`config.mk`:
```
export PLATFORM = sky130hd
export DESIGN_NAME = multi_cycle_controller_flat
export DESIGN_NICKNAME = d
export VERILOG_FILES = /design/src/rtl/multi_cycle_controller_if.sv /design/src/rtl/multi_cycle_controller.sv /design/src/flat_wrapper.sv
export SDC_FILE = /design/constraint.sdc
export NUM_CORES = 1
export LEC_CHECK = 0
export BUFFER_PORTS_ARGS = -buffer_cell sky130_fd_sc_hd__buf_2
export CELL_PAD_IN_SITES_DETAIL_PLACEMENT = 0
export CELL_PAD_IN_SITES_GLOBAL_PLACEMENT = 2
export CORE_MARGIN = 2
export CORE_UTILIZATION = 22
export DETAILED_ROUTE_END_ITERATION = 6
export GPL_TIMING_DRIVEN = 0
export PLACE_DENSITY_LB_ADDON = 0.1
export SLEW_MARGIN = 20
export SYNTH_ARGS = -nofsm -noshare
export SYNTH_HDL_FRONTEND = slang
export SYNTH_SLANG_ARGS = --single-unit
```
`constraint.sdc`:
```
create_clock -name clk -period 3.1 [get_ports clk]
set_input_delay 0.31 -clock clk [delete_from_list [all_inputs] [get_ports clk]]
set_output_delay 0.31 -clock clk [all_outputs]
set_load 0.02 [all_outputs]
```
`src/rtl/multi_cycle_controller_if.sv`:
```
// Memory request handshake between the multi-cycle controller (master)
// and the shared instruction/data memory (slave).
interface multi_cycle_controller_if;
    logic mem_req;
    logic mem_write;
    logic adr_src;
    logic mem_ready;

    modport master (
        output mem_req,
        output mem_write,
        output adr_src,
        input  mem_ready
    );

    modport slave (
        input  mem_req,
        input  mem_write,
        input  adr_src,
        output mem_ready
    );
endinterface

```
`src/rtl/multi_cycle_controller.sv`:
```
// Multi-cycle ARM control FSM: fetch/decode/execute/memory/writeback sequencing,
// condition evaluation against a registered NZCV, and a stallable memory handshake.
module multi_cycle_controller (
    input  logic                            clk,
    input  logic                            reset,
    multi_cycle_controller_if.master        mem,
    input  logic [31:0]                     instr,
    input  logic [3:0]                      alu_flags,
    output logic                            ir_write,
    output logic                            pc_write,
    output logic                            reg_write,
    output logic                            alu_src_a,
    output logic [1:0]                      alu_src_b,
    output logic [1:0]                      result_src,
    output logic [1:0]                      imm_src,
    output logic [1:0]                      reg_src,
    output logic [2:0]                      alu_ctl,
    output logic [3:0]                      flags,
    output logic                            instr_done
);

    localparam logic [2:0] ALU_ADD = 3'b000;
    localparam logic [2:0] ALU_SUB = 3'b001;
    localparam logic [2:0] ALU_AND = 3'b010;
    localparam logic [2:0] ALU_ORR = 3'b011;

    typedef enum logic [3:0] {
        S_FETCH, S_DECODE, S_EXECUTE, S_ALU_WB,
        S_MEM_ADR, S_MEM_RD, S_MEM_WB, S_MEM_WR, S_BRANCH
    } state_t;

    state_t     r_state;
    state_t     w_state_next;
    logic [3:0] r_flags;

    logic w_n, w_z, w_c, w_v;
    logic w_cond_pass;
    logic [2:0] w_dp_ctl;
    logic w_dp_supported;
    logic w_is_cmp;
    logic w_dp_writeback;
    logic w_rd_is_pc;
    logic w_flags_we;

    assign {w_n, w_z, w_c, w_v} = r_flags;

    always_comb begin
        case (instr[31:28])
            4'b0000: w_cond_pass = w_z;
            4'b0001: w_cond_pass = !w_z;
            4'b0010: w_cond_pass = w_c;
            4'b0011: w_cond_pass = !w_c;
            4'b0100: w_cond_pass = w_n;
            4'b0101: w_cond_pass = !w_n;
            4'b0110: w_cond_pass = w_v;
            4'b0111: w_cond_pass = !w_v;
            4'b1000: w_cond_pass = w_c && !w_z;
            4'b1001: w_cond_pass = !w_c || w_z;
            4'b1010: w_cond_pass = (w_n == w_v);
            4'b1011: w_cond_pass = (w_n != w_v);
            4'b1100: w_cond_pass = !w_z && (w_n == w_v);
            4'b1101: w_cond_pass = w_z || (w_n != w_v);
            4'b1110: w_cond_pass = 1'b1;
            default: w_cond_pass = 1'b0;
        endcase
    end

    always_comb begin
        w_dp_ctl       = ALU_ADD;
        w_dp_supported = 1'b1;
        case (instr[24:21])
            4'b0100: w_dp_ctl = ALU_ADD;
            4'b0010: w_dp_ctl = ALU_SUB;
            4'b0000: w_dp_ctl = ALU_AND;
            4'b1100: w_dp_ctl = ALU_ORR;
            4'b1010: w_dp_ctl = ALU_SUB;
            default: w_dp_supported = 1'b0;
        endcase
    end

    assign w_is_cmp       = (instr[24:21] == 4'b1010);
    assign w_dp_writeback = w_dp_supported && !w_is_cmp;
    assign w_rd_is_pc     = (instr[15:12] == 4'hF);
    assign w_flags_we     = (r_state == S_EXECUTE) && (instr[20] || w_is_cmp);

    always_ff @(posedge clk) begin
        if (reset) begin
            r_state <= S_FETCH;
            r_flags <= 4'b0000;
        end else begin
            r_state <= w_state_next;
            if (w_flags_we) begin
                r_flags <= alu_flags;
            end
        end
    end

    // Ungated control values; every output is forced low while reset is high.
    logic       w_mem_req, w_mem_write, w_adr_src, w_ir_write, w_pc_write;
    logic       w_reg_write, w_alu_src_a, w_instr_done;
    logic [1:0] w_alu_src_b, w_result_src, w_imm_src, w_reg_src;
    logic [2:0] w_alu_ctl;

    always_comb begin
        w_state_next = r_state;
        w_mem_req    = 1'b0;
        w_mem_write  = 1'b0;
        w_adr_src    = 1'b0;
        w_ir_write   = 1'b0;
        w_pc_write   = 1'b0;
        w_reg_write  = 1'b0;
        w_alu_src_a  = 1'b0;
        w_alu_src_b  = 2'b00;
        w_result_src = 2'b00;
        w_imm_src    = 2'b00;
        w_reg_src    = 2'b00;
        w_alu_ctl    = ALU_ADD;
        w_instr_done = 1'b0;
        case (r_state)
            S_FETCH: begin
                w_mem_req = 1'b1;
                if (mem.mem_ready) begin
                    w_ir_write   = 1'b1;
                    w_pc_write   = 1'b1;
                    w_alu_src_a  = 1'b1;
                    w_alu_src_b  = 2'b10;
                    w_result_src = 2'b10;
                    w_state_next = S_DECODE;
                end
            end
            S_DECODE: begin
                w_alu_src_a = 1'b1;
                w_alu_src_b = 2'b10;
                if (!w_cond_pass || instr[27:26] == 2'b11) begin
                    w_instr_done = 1'b1;
                    w_state_next = S_FETCH;
                end else if (instr[27:26] == 2'b00) begin
                    w_state_next = S_EXECUTE;
                end else if (instr[27:26] == 2'b01) begin
                    w_state_next = S_MEM_ADR;
                end else begin
                    w_state_next = S_BRANCH;
                end
            end
            S_EXECUTE: begin
                w_alu_src_b  = instr[25] ? 2'b01 : 2'b00;
                w_alu_ctl    = w_dp_ctl;
                w_state_next = S_ALU_WB;
            end
            S_ALU_WB: begin
                w_pc_write   = w_dp_writeback && w_rd_is_pc;
                w_reg_write  = w_dp_writeback && !w_rd_is_pc;
                w_instr_done = 1'b1;
                w_state_next = S_FETCH;
            end
            S_MEM_ADR: begin
                w_alu_src_b  = 2'b01;
                w_imm_src    = 2'b01;
                w_alu_ctl    = instr[23] ? ALU_ADD : ALU_SUB;
                w_state_next = instr[20] ? S_MEM_RD : S_MEM_WR;
            end
            S_MEM_RD: begin
                w_mem_req = 1'b1;
                w_adr_src = 1'b1;
                if (mem.mem_ready) begin
                    w_state_next = S_MEM_WB;
                end
            end
            S_MEM_WB: begin
                w_result_src = 2'b01;
                w_pc_write   = w_rd_is_pc;
                w_reg_write  = !w_rd_is_pc;
                w_instr_done = 1'b1;
                w_state_next = S_FETCH;
            end
            S_MEM_WR: begin
                w_mem_req   = 1'b1;
                w_mem_write = 1'b1;
                w_adr_src   = 1'b1;
                w_reg_src   = 2'b10;
                if (mem.mem_ready) begin
                    w_instr_done = 1'b1;
                    w_state_next = S_FETCH;
                end
            end
            S_BRANCH: begin
                w_alu_src_a  = 1'b1;
                w_alu_src_b  = 2'b01;
                w_imm_src    = 2'b10;
                w_result_src = 2'b10;
                w_pc_write   = 1'b1;
                w_instr_done = 1'b1;
                w_state_next = S_FETCH;
            end
            default: w_state_next = S_FETCH;
        endcase
    end

    assign mem.mem_req   = !reset && w_mem_req;
    assign mem.mem_write = !reset && w_mem_write;
    assign mem.adr_src   = !reset && w_adr_src;
    assign ir_write      = !reset && w_ir_write;
    assign pc_write      = !reset && w_pc_write;
    assign reg_write     = !reset && w_reg_write;
    assign alu_src_a     = !reset && w_alu_src_a;
    assign instr_done    = !reset && w_instr_done;
    assign alu_src_b     = reset ? 2'b00 : w_alu_src_b;
    assign result_src    = reset ? 2'b00 : w_result_src;
    assign imm_src       = reset ? 2'b00 : w_imm_src;
    assign reg_src       = reset ? 2'b00 : w_reg_src;
    assign alu_ctl       = reset ? 3'b000 : w_alu_ctl;
    assign flags         = reset ? 4'b0000 : r_flags;

endmodule

```
`src/flat_wrapper.sv`:
```
// flat-port wrapper written by rule: the top's interface ports become plain ports
module multi_cycle_controller_flat 
  (clk, reset, instr, alu_flags, ir_write, pc_write, reg_write, alu_src_a, alu_src_b, result_src, imm_src, reg_src, alu_ctl, flags, instr_done, mem_mem_req, mem_mem_write, mem_adr_src, mem_mem_ready);
  multi_cycle_controller_if mem_i ();
  input  logic clk;
  input  logic reset;
  input  logic [31:0] instr;
  input  logic [3:0] alu_flags;
  output logic ir_write;
  output logic pc_write;
  output logic reg_write;
  output logic alu_src_a;
  output logic [1:0] alu_src_b;
  output logic [1:0] result_src;
  output logic [1:0] imm_src;
  output logic [1:0] reg_src;
  output logic [2:0] alu_ctl;
  output logic [3:0] flags;
  output logic instr_done;
  output wire logic [$bits(mem_i.mem_req)-1:0] mem_mem_req;
  output wire logic [$bits(mem_i.mem_write)-1:0] mem_mem_write;
  output wire logic [$bits(mem_i.adr_src)-1:0] mem_adr_src;
  input wire logic [$bits(mem_i.mem_ready)-1:0] mem_mem_ready;
  assign mem_mem_req = mem_i.mem_req;
  assign mem_mem_write = mem_i.mem_write;
  assign mem_adr_src = mem_i.adr_src;
  assign mem_i.mem_ready = mem_mem_ready;
  multi_cycle_controller u_core (.clk(clk), .reset(reset), .mem(mem_i), .instr(instr), .alu_flags(alu_flags), .ir_write(ir_write), .pc_write(pc_write), .reg_write(reg_write), .alu_src_a(alu_src_a), .alu_src_b(alu_src_b), .result_src(result_src), .imm_src(imm_src), .reg_src(reg_src), .alu_ctl(alu_ctl), .flags(flags), .instr_done(instr_done));
endmodule
```
# [Word-level counts from Yosys, hierarchy flattened]
# Cells that the tools add are included.
[classes] eq_ne=34 n_mux=35 n_reduce_logical=38
[ops] op="$eq A4 B4 Y1 const B" n=11
[ops] op="$eq A4 B3 Y1 const B" n=9
[ops] op="$mux W4" n=7
[ops] op="$pmux W4 S6" n=1
[ops] op="$eq A4 B2 Y1 const B" n=5
[ops] op="$pmux W1 S15" n=1
[ops] op="$logic_and A1 B1 Y1" n=14
[ops] op="$mux W2" n=7
[ops] op="$logic_not A4 Y1" n=3
[ops] op="$pmux W2 S3" n=2
[ops] op="$mux W1" n=9
[ops] op="$eq A4 B1 Y1 const B" n=2
[ops] op="$logic_not A1 Y1" n=8
[ops] op="$pmux W2 S4" n=1
[ops] op="$reduce_or A2 Y1" n=4
[ops] op="$ne A2 B2 Y1 const B" n=3
[ops] op="$pmux W3 S2" n=1
[ops] op="$reduce_or A3 Y1" n=2
[ops] op="$reduce_or A5 Y1" n=1
[ops] op="$logic_or A1 B1 Y1" n=4
[ops] op="$pmux W1 S2" n=2
[ops] op="$pmux W1 S4" n=1
[ops] op="$pmux W2 S2" n=1
[ops] op="$mux W3" n=1
[ops] op="other kinds (7)" n=7
[word_totals] out_inout_bits=23 reg_bits=8 input_bits=39 elab_cells=109

# [Depth between registers and ports, before layout]
# Gate-level depths: netlist of the first run.
[depth] ltp_word=8 depth_mapped=6 ltp_nobuf=5

# [Least setup slack after synthesis of the first run]
# Ideal clock, no wire load.
[synth_path] kind="reg-to-output" startpoint="reg u_core.r_state[1]" endpoint="out alu_ctl[0]" path_stages_with_launch=5 arrival_ns=1.738 required_time_ns=2.790 n_path_buf=1 slack_ns=1.052 cell_sequence="dfxtp_1 buf_2 nor4_1 a21oi_1 o22ai_1"
[synth_via] elab_chain_cells=3 word_cells_on_any_way=4 classes_between="eq/ne: 2; mux: 2"
[synth_rtl] item="start: declaration" line="multi_cycle_controller.sv:32" rtl="state_t r_state;"
[synth_rtl] item="start signal: assignment" line="multi_cycle_controller.sv:91" rtl="r_state <= w_state_next;"
[synth_rtl] item="$eq A4 B3 Y1 / $eq A4 B2 Y1 (equally long branches)" line="multi_cycle_controller.sv:119" rtl="case (r_state)"
[synth_rtl] item="$pmux W3 S2 *" line="multi_cycle_controller.sv:119"
[synth_rtl] item="$mux W3 *" line="multi_cycle_controller.sv:211" rtl="assign alu_ctl = reset ? 3'b000 : w_alu_ctl;"
[synth_rtl] item="end: declaration" line="flat_wrapper.sv:17" rtl="output logic [2:0] alu_ctl;"
# Every way passes the cells marked *; elsewhere a longest branch is shown, timed or not.

# [Worst setup path in the final report of the first run]
[layout_path] startpoint="reg u_core.r_flags[3]" endpoint="out instr_done"
[layout_via] elab_chain_cells=8 word_cells_on_any_way=11 classes_between="eq/ne: 2; mux: 3; reduce/logical: 6"
[layout_rtl] item="start: declaration" line="multi_cycle_controller.sv:34" rtl="logic [3:0] r_flags;"
[layout_rtl] item="start signal: assignment" line="multi_cycle_controller.sv:93" rtl="r_flags <= alu_flags;"
[layout_rtl] item="$ne A1 B1 Y1 / $eq A1 B1 Y1 (equally long branches)"
[layout_rtl] item="$logic_or A1 B1 Y1 / $logic_and A1 B1 Y1 (equally long branches)" line="multi_cycle_controller.sv:62, multi_cycle_controller.sv:61"
[layout_rtl] item="$pmux W1 S15 *" line="multi_cycle_controller.sv:48" rtl="case (instr[31:28])"
[layout_rtl] item="$logic_not A1 Y1 *" line="multi_cycle_controller.sv:134" rtl="if (!w_cond_pass || instr[27:26] == 2'b11) begin"
[layout_rtl] item="$logic_or A1 B1 Y1 *" line="multi_cycle_controller.sv:134"
[layout_rtl] item="$mux W1 *" line="multi_cycle_controller.sv:134"
[layout_rtl] item="$pmux W1 S3 *" line="multi_cycle_controller.sv:119"
[layout_rtl] item="$logic_and A1 B1 Y1 *" line="multi_cycle_controller.sv:206" rtl="assign instr_done = !reset && w_instr_done;"
[layout_rtl] item="end: declaration" line="flat_wrapper.sv:19" rtl="output logic instr_done;"
# Marked as above.

==> run_results.csv, run 1 <==
group,metric,value,unit
logic_synthesis,synth_cells,141,
placement,gp_congestion,0.786,
logic_synthesis,seq_area_frac_synth,16.1,%
sta,finalSetupTns,0,ns
power_and_ir_drop,power_density,270,mW/mm^2
sta,hold_viol_final,0,
logic_synthesis,synth-edff-count,0,
worst_setup_path,cp_slowest_cell,"nor4b_1",
floorplanning,die-area,0.00508,mm^2
worst_setup_path,critPathArrivalTime,1.88,ns
power_and_ir_drop,total_leakage_power,0.633,nW
min_path,hp-start,"instr[26]",
logic_synthesis,syn_avg_cell_area,7.06,um^2
worst_setup_path,rrSetupSlack,1.48,ns
sta,finalCriticalPeriod,2.19,ns
final_layout,antenna_cells,0,
logic_synthesis,synthFlopType,"dfxtp_1",
logic_synthesis,synth_top_area_share,16.1,%
worst_setup_path,r2r_cells,6,
floorplanning,die_h,71.3,um
sta,setup_violations,0,
floorplanning,die_x,71.3,um
power_and_ir_drop,ir_drop,0.0789,mV
drt,routed_via_density,4.57,
worst_setup_path,cp.required,2.79,ns
clocking,cts_root_buf,"clkbuf_8",
sta,grt_setup_unrepaired,"no",
clocking,ctsHtreeMaxLevel,1,
logic_synthesis,ys_warn_count,0,
final_layout,fin_nets,227,
worst_setup_path,worstSetupStartpointType,"register",
logic_synthesis,yosysMostFrequentCell,"nor2_1",
logic_synthesis,synth_common_cells,"17 x nor2_1, 11 x nand2_1, 10 x a21oi_1",
global_routing,grt_util_all_layers,11.8,%
clocking,clkTransAtPathRegs,0.04,ns
global_routing,grt_pass1_vias,1043,
placement,port_buffers,41,
final_layout,stdcell_count,238,
sta,finClkSkew,0.00250,ns
outcome,status,"completed",
logic_synthesis,syn_area,996,um^2
drt,firstDrtPassIters,4,
drt,drc,0,
worst_setup_path,max_stage_delay,0.39,ns
sta,maxSlewHeadroom,64.7,%
worst_setup_path,critPathKind,"reg -> out",
global_routing,overflow,0,
placement,dp_cells,235,
clocking,cts_made_buffers,3,
clocking,post_cts_buffers,0,
drt,routed_wl,2.94,mm
final_layout,layout-drive-gt1-share,36.0,%
drt,dr_total_vias,1088,
sta,slew_viol_final,0,
floorplanning,initial_core_util,22.9,%
min_path,hp-class,"in -> reg",
sta,tightest_slew,0.525,ns
min_path,worstHoldPathCells,2,
global_routing,antenna_found_initial,0,
worst_setup_path,path_max_fanout,8,
clocking,ctsHoldBuffers,0,
drt,ant_nets,0,
clocking,worstSkewPairLatency,0.22,ns
run,drv_cap,0,
worst_setup_path,r2r_end,"u_core.r_state[1]",
logic_synthesis,ys_top_cells_by_area,"dfxtp_1 16%, mux2i_1 7.0%, nor2_1 6.4%",
worst_setup_path,cp_cell_sequence,"buf_6 -> nor4b_1 -> o21ai_0 -> a21oi_1 -> o31ai_1 -> a22o_1 -> buf_2",
logic_synthesis,yosys.cell_types.count,48,
logic_synthesis,ys_ff_latch,8,
drt,drt_iter0_drc,37,
clocking,cts_sinks,8,
floorplanning,fp.coreArea,0.00435,mm^2
worst_setup_path,r2r-start,"u_core.r_flags[3]",
global_routing,grt_pass1_wl,4.95,mm
floorplanning,rows,24,
worst_setup_path,end_kind,"output pin",
clocking,clk_path_buf_depth,2,
logic_synthesis,synth-async-reset-ratio,0,%
drt,post_drt_wl_per_cell,12.4,um
clocking,cts_resized,0,
placement,dp_hpwl,2.42,mm
logic_synthesis,synth_top_cell_by_area,"dfxtp_1",
clocking,cts_tree,"built",
sta,post-route-period-util,70.6,%
sta,fmax,0.457,GHz
final_layout,area_growth,31.7,%
min_path,hold_end,"u_core.r_state[3]",
floorplanning,num_io_pins,62,
global_routing,grt_max_degree,11,
## layout by cell type (no fill, tap or decap), drive strengths merged, types with 2 or more instances in the layout
master | netlist | layout
nand2b | 6 | 6
nand2 | 11 | 11
nor2 | 17 | 17
nand3 | 4 | 4
and2b | 3 | 3
nor3 | 7 | 7
clkbuf | 3 | 6
nor3b | 2 | 2
nor2b | 7 | 7
conb | 1 | 2
a21oi | 10 | 10
mux2i | 7 | 7
buf | 10 | 51
or2 | 4 | 4
o21ai | 5 | 5
o22ai | 2 | 2
o31ai | 4 | 4
dfxtp | 8 | 8
and3 | 5 | 5
inv | 4 | 4
## worst max-delay path by stage
stage | slack (ns) | from | end
after floorplan | 1.05 | u_core.r_state[1] | alu_ctl[0]
after global placement | 1.02 | instr[31] | instr_done
after detailed placement | 1.04 | instr[31] | instr_done
after CTS | 0.90 | u_core.r_flags[3] | instr_done
after global routing | 0.78 | u_core.r_flags[3] | instr_done
final | 0.91 | u_core.r_flags[3] | instr_done
## final cells by class
| cell class | count | area, um^2 |
|---|---|---|
| clock buffer | 3 | 41.3 |
| timing repair buffer | 41 | 205 |
| multi-input combinational | 117 | 726 |
| fill | 489 | 3040 |
| inverter | 4 | 15.0 |
| buffer | 13 | 98.8 |
| tap | 52 | 65.1 |
| sequential | 8 | 160 |
## cells by family (layout without fill, tap and decap cells)
logic type	Yosys count	after routing	share of synthesized area, %
xor gates and xnor gates	2	2	1.76
DFF	8	8	16.1
and+or+nand+nor	75	75	41.5
other	1	2	0.377
AOI/OAI and AO/OA	31	31	21.9
buffers and inverters	17	61	11.4
muxes	7	7	7.04
## power breakdown
group	leakage, nW	switching [mW]	internal [mW]
logic	0.547	0.0710	0.0509
clock network	0.0216	0.0381	0.0839
registers	0.0648	0.00361	0.106
## critical path: cells and delay by family, from the launching register on
family / cells / cell delay (ns)
DFF: 1 / 0.30
buffers and inverters: 2 / 0.28
and+or+nand+nor: 1 / 0.39
AOI/OAI and AO/OA: 4 / 0.68
## state kept, by name, indices dropped and copies added (netlist names)
name,cells
u_core.r_flags,4
u_core.r_state,4
## metrics by stage
stage                     util [%]  power [mW]  worst slack, ns  hold WS [ns]  instance area (um^2)
after floorplan                  -       0.192             1.05         0.387                  1000
after global placement        29.2       0.234             1.02         0.551                  1270
after detailed placement      29.2       0.235             1.04         0.550                  1270
after CTS                     30.1       0.361            0.899         0.321                  1310
after global routing          30.1       0.381            0.776         0.335                  1310
final                         30.1       0.354            0.913         0.317                  1310
## metal layers
| metal | track usage, % | vias up | share of wire (%) |
|---|---|---|---|
| met2 | 20.7 | 25 | 49 |
| met5 | 0 | - | 0 |
| met1 | 15.1 | 477 | 46 |
| li1 | - | 584 | - |
| met4 | 3.77 | 0 | 0.85 |
| met3 | 1.41 | 2 | 3.8 |
Note: power is estimated with default switching activity, not from simulation.
==> inputs of run 2 (changes only) <==
--- a/config.mk
+++ b/config.mk
@@ -9,7 +9,7 @@
 export CELL_PAD_IN_SITES_DETAIL_PLACEMENT = 0
 export CELL_PAD_IN_SITES_GLOBAL_PLACEMENT = 2
 export CORE_MARGIN = 2
-export CORE_UTILIZATION = 22
+export CORE_UTILIZATION = 19
 export DETAILED_ROUTE_END_ITERATION = 6
 export GPL_TIMING_DRIVEN = 0
 export PLACE_DENSITY_LB_ADDON = 0.1
==> constraint.sdc (replaced) <==
create_clock -name clk -period 1.85 [get_ports clk]
set_input_delay 0.185 -clock clk [delete_from_list [all_inputs] [get_ports clk]]
set_output_delay 0.185 -clock clk [all_outputs]
set_load 0.02 [all_outputs]
==> run 2 against run 1 <==
Compared with the run above:
- the run now ends with setup timing left
- register-to-register slack lost 1.2 ns
- critical endpoint unchanged
- sequential power grew 69%
- die area grew 15%
- worst hold slack lost 0.14 ns
- non-clock buffer count grew 5
- critical path depth is the same
- clock skew grew 0.0036 ns
- design area grew 16%
- core utilization shrank 0.21 points
==> run_results.csv, run 2 (synthesis results as in run 1) <==
group,metric,value,unit
floorplanning,rows,26,
global_routing,grt_util_all_layers,11.1,%
floorplanning,initial_core_util,19.6,%
floorplanning,fp.coreArea,0.00507,mm^2
floorplanning,num_io_pins,62,
worst_setup_path,path_max_fanout,8,
clocking,ctsHtreeMaxLevel,1,
drt,drt_iter0_drc,46,
final_layout,antenna_cells,0,
run,drv_cap,0,
clocking,clkTransAtPathRegs,0.04,ns
floorplanning,die-area,0.00584,mm^2
worst_setup_path,worstSetupStartpointType,"register",
power_and_ir_drop,total_leakage_power,0.684,nW
drt,firstDrtPassIters,5,
final_layout,layout-drive-gt1-share,48.2,%
worst_setup_path,cp-startpoint,"u_core.r_flags[3]",
clocking,worstSkewPairLatency,0.23,ns
global_routing,antenna_found_initial,0,
clocking,cts_tree,"built",
min_path,hp-class,"in -> reg",
worst_setup_path,critPathArrivalTime,1.73,ns
global_routing,overflow,0,
power_and_ir_drop,ir_drop,0.195,mV
worst_setup_path,r2r_end,"u_core.r_state[1]",
floorplanning,die_x,76.4,um
final_layout,mostFrequentLayoutCell,"buf_2",
outcome,violations,"setup timing",
placement,gp_congestion,0.740,
drt,dr_total_vias,1173,
drt,ant_nets,0,
placement,dp_cells,253,
global_routing,grt_pass1_vias,1136,
sta,finalWorstSetupSlack,-0.0696,ns
floorplanning,die_h,76.4,um
placement,dp_hpwl,2.60,mm
final_layout,nFillCells,586,
final_layout,stdcell_count,261,
sta,finalCriticalPeriod,1.92,ns
worst_setup_path,critPathKind,"reg -> out",
clocking,ctsHoldBuffers,0,
outcome,status,"finished, violations left",
power_and_ir_drop,power_density,413,mW/mm^2
clocking,cts_made_buffers,3,
sta,maxSlewHeadroom,66.0,%
drt,post_drt_wl_per_cell,12.7,um
drt,routed_via_density,4.49,
clocking,clk_path_buf_depth,2,
clocking,cts_root_buf,"clkbuf_8",
global_routing,grt_max_degree,11,
global_routing,grt_pass1_wl,5.34,mm
final_layout,fin_nets,232,
sta,post-route-period-util,104,%
worst_setup_path,cp.required,1.66,ns
power_and_ir_drop,power.total,627,uW
sta,fmax,0.521,GHz
final_layout,top_regs,"u_core.r_flags (4), u_core.r_state (4)",
worst_setup_path,r2r_cells,7,
drt,drc,0,
worst_setup_path,rrSetupSlack,0.29,ns
sta,slew_viol_final,0,
placement,port_buffers,41,
min_path,worstHoldPathCells,2,
sta,tightest_slew,0.506,ns
sta,setup_violations,1,
worst_setup_path,endpoint,"instr_done",
sta,finClkSkew,0.00610,ns
clocking,cts_sinks,8,
drt,routed_wl,3.31,mm
final_layout,mostFrequentLayoutCells,"40 x buf_2, 15 x nor2_1, 11 x nand2_1, 10 x buf_4, 8 x a21oi_1",
final_layout,area_growth,52.4,%
worst_setup_path,end_kind,"output pin",
sta,grt_setup_unrepaired,"yes",
worst_setup_path,r2r-start,"u_core.r_flags[3]",
sta,hold_viol_final,0,
run 2: area by class of cell:
cell class / instances / area [um^2] / share of cell area [%]
plain buffers: 13 / 103 / 6.76
multi-input cells: 117 / 830 / 54.7
well taps: 70 / 87.6 / 5.77
flip-flops and latches: 8 / 171 / 11.3
clock buffers: 3 / 41.3 / 2.72
inverters: 4 / 15.0 / 0.989
repair buffers: 46 / 270 / 17.8
run 2: per-layer routing:
metal	share of wire [%]	track usage [%]	vias up
li1	-	-	597
met5	0	0	-
met2	50	19.2	26
met4	0.24	1.27	0
met3	4.0	3.08	2
met1	46	14.0	548
run 2: worst min-delay path by stage:
stage               startpoint           endpoint  slack, ns
CTS                  instr[26]  u_core.r_state[3]       0.18
finish               instr[26]  u_core.r_state[3]       0.18
detailed placement   instr[26]  u_core.r_state[3]       0.42
global route         instr[26]  u_core.r_state[1]       0.20
global placement     instr[26]  u_core.r_state[3]       0.42
floorplan            instr[26]  u_core.r_state[3]       0.26
run 2: through the flow:
| step | setup TNS, ns | hold WS (ns) | area (um^2) | utilization (%) | worst slack, ns |
|---|---|---|---|---|---|
| 4_1_cts | -0.110 | 0.176 | 1440 | 28.3 | -0.110 |
| 6_report | -0.0696 | 0.179 | 1520 | 29.9 | -0.0696 |
| 3_5_place_dp | 0 | 0.417 | 1300 | 25.6 | 0.0406 |
| 2_1_floorplan | 0 | 0.262 | 1010 | - | 0.154 |
| 5_1_grt | -0.508 | 0.197 | 1520 | 29.9 | -0.155 |
| 3_3_place_gp | -0.00711 | 0.420 | 1300 | 25.6 | -0.00711 |
run 2: report_power, final:
part	switching (mW)	internal [mW]	leakage, nW
Combinational	0.134	0.104	0.595
Sequential	0.00802	0.178	0.0677
Clock	0.0636	0.141	0.0216
run 2: repair_timing:
item / CTS / global route
cloned: 0 / 0
pin swaps: 1 / 1
endpoints found under the setup margin: 6 / 8
setup buffers: 3 / 2
gates resized for setup: 19 / 12
endpoints found under the hold margin: 0 / 0
run 2: critical path: stages, from the launching register on:
cell	delay, ns
dfxtp_1	0.31
buf_6	0.13
mux2i_1	0.07
or4_4	0.43
o2111ai_4	0.12
o31ai_2	0.08
a22o_1	0.21
buf_6	0.14
==> inputs of run 3 (changes only) <==
--- a/config.mk
+++ b/config.mk
@@ -5,14 +5,15 @@
 export SDC_FILE = /design/constraint.sdc
 export NUM_CORES = 1
 export LEC_CHECK = 0
-export BUFFER_PORTS_ARGS = -buffer_cell sky130_fd_sc_hd__buf_2
+export ABC_AREA = 1
+export BUFFER_PORTS_ARGS = -buffer_cell sky130_fd_sc_hd__buf_4
 export CELL_PAD_IN_SITES_DETAIL_PLACEMENT = 0
 export CELL_PAD_IN_SITES_GLOBAL_PLACEMENT = 2
 export CORE_MARGIN = 2
-export CORE_UTILIZATION = 19
+export CORE_UTILIZATION = 16
 export DETAILED_ROUTE_END_ITERATION = 6
 export GPL_TIMING_DRIVEN = 0
-export PLACE_DENSITY_LB_ADDON = 0.1
+export PLACE_DENSITY = 0.76
 export SLEW_MARGIN = 20
 export SYNTH_ARGS = -nofsm -noshare
 export SYNTH_HDL_FRONTEND = slang
==> run 3 against run 2 <==
Compared with the run above:
- the run now ends clean
- via count up 1.2%
- sequential cell count unchanged
- critical path depth grew 4
- core utilization down 4.4 points
- clock power is 2% higher
- clock-buffer cell count unchanged
- total power is 39% higher
- clock skew shrank 0.0050 ns
- worst hold slack improved by 0.069 ns
- die area is 6.3% higher
- first-iteration DRC count rose by 26%
==> run_results.csv, run 3 <==
group,metric,value,unit
outcome,status,"completed",
clocking,cts_root_buf,"clkbuf_8",
final_layout,top_regs,"u_core.r_flags (4), u_core.r_state (4)",
clocking,clk_path_buf_depth,2,
logic_synthesis,yosys.cell_types.count,22,
logic_synthesis,synthFlopType,"dfxtp_1",
clocking,clkTransAtPathRegs,0.04,ns
sta,finClkSkew,0.00110,ns
worst_setup_path,r2r_end,"u_core.r_flags[1]",
drt,top_layer_used,"met4",
clocking,cts_made_buffers,3,
sta,post-route-period-util,94.1,%
logic_synthesis,ys_top_cells_by_area,"dfxtp_1 18%, nand2_1 18%, inv_1 13%",
final_layout,mostFrequentLayoutCells,"44 x buf_4, 40 x nand2_1, 29 x nor2_1, 25 x inv_1, 15 x nand3_1",
sta,setup_violations,0,
final_layout,antenna_cells,0,
power_and_ir_drop,power_density,629,mW/mm^2
logic_synthesis,synth_cells,172,
drt,post_drt_wl_per_cell,10.3,um
sta,finalWorstSetupSlack,0.109,ns
worst_setup_path,critPathKind,"reg -> out",
final_layout,post-route-util,25.5,%
global_routing,antenna_found_initial,0,
global_routing,grt_max_degree,11,
worst_setup_path,cp_top_family,"simple AND/OR/NAND/NOR gates",
sta,slew_viol_final,0,
floorplanning,rows,27,
final_layout,fin_nets,259,
final_layout,layout-drive-gt1-share,33.0,%
worst_setup_path,crit_top_cell,"nand2_1",
sta,fmax,0.574,GHz
clocking,worstSkewPairLatency,0.22,ns
logic_synthesis,synth.area.mux_share,0,%
floorplanning,initial_core_util,16.4,%
logic_synthesis,seq_area_frac_synth,17.9,%
clocking,post_cts_buffers,0,
clocking,cts_tree,"built",
clocking,cts_sinks,8,
worst_setup_path,cp_cell_sequence,"inv_2 -> nand2_1 -> nand2_1 -> nand2_1 -> nand3_1 -> nor2_1 -> nand3_2 -> nand2_2 -> a21oi_1 -> nor2_1 -> buf_4",
floorplanning,num_io_pins,62,
worst_setup_path,r2r-start,"u_core.r_state[2]",
power_and_ir_drop,total_leakage_power,0.698,nW
worst_setup_path,critPathArrivalTime,1.56,ns
logic_synthesis,ys_warn_count,0,
placement,gp_congestion,0.758,
worst_setup_path,max_stage_delay,0.34,ns
final_layout,stdcell_count,290,
min_path,worstHoldPathCells,3,
clocking,ctsHtreeMaxLevel,1,
drt,routed_via_density,4.09,
logic_synthesis,synth-compound-area-share,18.6,%
logic_synthesis,synth_xor_xnor_area_share,0,%
logic_synthesis,synth_top_cell_by_area,"dfxtp_1",
logic_synthesis,synth_common_cells,"42 x nand2_1, 31 x inv_1, 30 x nor2_1",
drt,wl_met1,1.34,mm
drt,ant_nets,0,
worst_setup_path,cp_slowest_cell,"dfxtp_2",
logic_synthesis,syn_area,895,um^2
worst_setup_path,end_kind,"output pin",
logic_synthesis,synth-edff-count,0,
global_routing,grt_pass1_vias,1130,
floorplanning,die_h,78.8,um
sta,holdWs,0.248,ns
sta,hold_viol_final,0,
worst_setup_path,r2r_cells,8,
drt,firstDrtPassIters,6,
drt,drc,0,
logic_synthesis,synth_top_family_by_area,"simple AND/OR/NAND/NOR gates",
clocking,ctsHoldBuffers,0,
worst_setup_path,worstSetupStartpointType,"register",
drt,drt_iter0_drc,58,
drt,dr_total_vias,1187,
global_routing,grt_util_all_layers,10.2,%
floorplanning,fp.coreArea,0.00544,mm^2
min_path,hp-class,"in -> reg",
final_layout,mostFrequentLayoutCell,"buf_4",
logic_synthesis,ys_ff_latch,8,
logic_synthesis,synth_top_area_share,17.9,%
logic_synthesis,syn_avg_cell_area,5.20,um^2
global_routing,grt_pass1_wl,5.07,mm
global_routing,overflow,0,
worst_setup_path,cp.buffers_inverters,2,
placement,port_buffers,42,
floorplanning,die_x,78.8,um
floorplanning,die-area,0.00621,mm^2
worst_setup_path,path_max_fanout,4,
min_path,hp-start,"alu_flags[2]",
power_and_ir_drop,ir_drop,0.156,mV
logic_synthesis,yosysMostFrequentCell,"nand2_1",
drt,wl_met2,1.41,mm
final_layout,area_growth,55.0,%
worst_setup_path,rrSetupSlack,0.40,ns
placement,dp_cells,287,
worst_setup_path,cp.required,1.66,ns
run,drv_cap,0,
drt,met3WireLength,211,um
drt,routed_wl,3.00,mm
logic_synthesis,synthSimpleGateAreaFrac,46.2,%
sta,grt_setup_unrepaired,"yes",
placement,place_ws,0.120,ns
min_path,hold_end,"u_core.r_flags[2]",
sta,finalCriticalPeriod,1.74,ns
placement,dp_hpwl,2.51,mm
worst_setup_path,path_depth,11,
logic_synthesis,synthAdderAreaFrac,0,%
logic_synthesis,synth-async-reset-ratio,0,%
run 3: cell count changes after synthesis, moves of 5 or more:
| cell | change |
|---|---|
| nand2_1 | +31 |
| inv_1 | +27 |
| nor2_1 | +13 |
| nand3_1 | +11 |
| mux2i_1 | -7 |
| nand2b_1 | -6 |
| nor2b_1 | -6 |
| and3_1 | -5 |
run 3: logic make-up after synthesis:
group | count (synthesis)
AND/OR/NAND/NOR | 97
other | 1
buffers and inverters | 37
AO/OA/AOI/OAI | 29
flip-flops | 8
run 3: layer usage:
layer | up-vias | track usage [%]
met1 | 515 | 12.9
met3 | 2 | 2.27
met5 | - | 0
met2 | 37 | 16.8
li1 | 633 | -
met4 | 0 | 4.21
run 3: timing repair:
item | 4_1_cts | 5_1_grt
endpoints found under the setup margin | 1 | 7
gates resized for setup | 3 | 21
pin swaps | 1 | 4
run 3: cell type report:
class                           count  area, um^2
Multi-Input combinational cell    128         613
Buffer                              6        36.3
Inverter                           31         119
Fill cell                         639        4050
Timing Repair Buffer               42         319
Clock buffer                        3        41.3
Sequential cell                     8         168
Tap cell                           72        90.1
run 3: per-stage QoR:
| stage | total power [mW] | setup TNS, ns | instance area [um^2] |
|---|---|---|---|
| final | 0.872 | 0 | 1390 |
| after global routing | 0.945 | -0.0782 | 1390 |
| after CTS | 0.857 | 0 | 1350 |
| after detailed placement | 0.643 | 0 | 1300 |
| after global placement | 0.650 | 0 | 1300 |
| after floorplan | 0.482 | 0 | 898 |
run 3: where the power goes:
part	switching, mW	internal, mW
Clock	0.0671	0.141
Sequential	0.0227	0.195
Combinational	0.276	0.171
Total	0.366	0.506
run 3: worst max-delay path by stage:
stage,startpoint,to,slack (ns)
global placement,reset,reg_src[1],0.12
floorplan,u_core.r_state[2],alu_ctl[0],0.34
global route,u_core.r_flags[3],instr_done,-0.06
finish,u_core.r_flags[3],instr_done,0.11
CTS,u_core.r_state[3],pc_write,0.01
detailed placement,reset,reg_src[1],0.12
run 3: tightest hold or removal path: cells and delay by family:
| family | cells | cell delay [ns] |
|---|---|---|
| AOI/OAI and AO/OA | 2 | 0.17 |
| buffers and inverters | 1 | 0.08 |
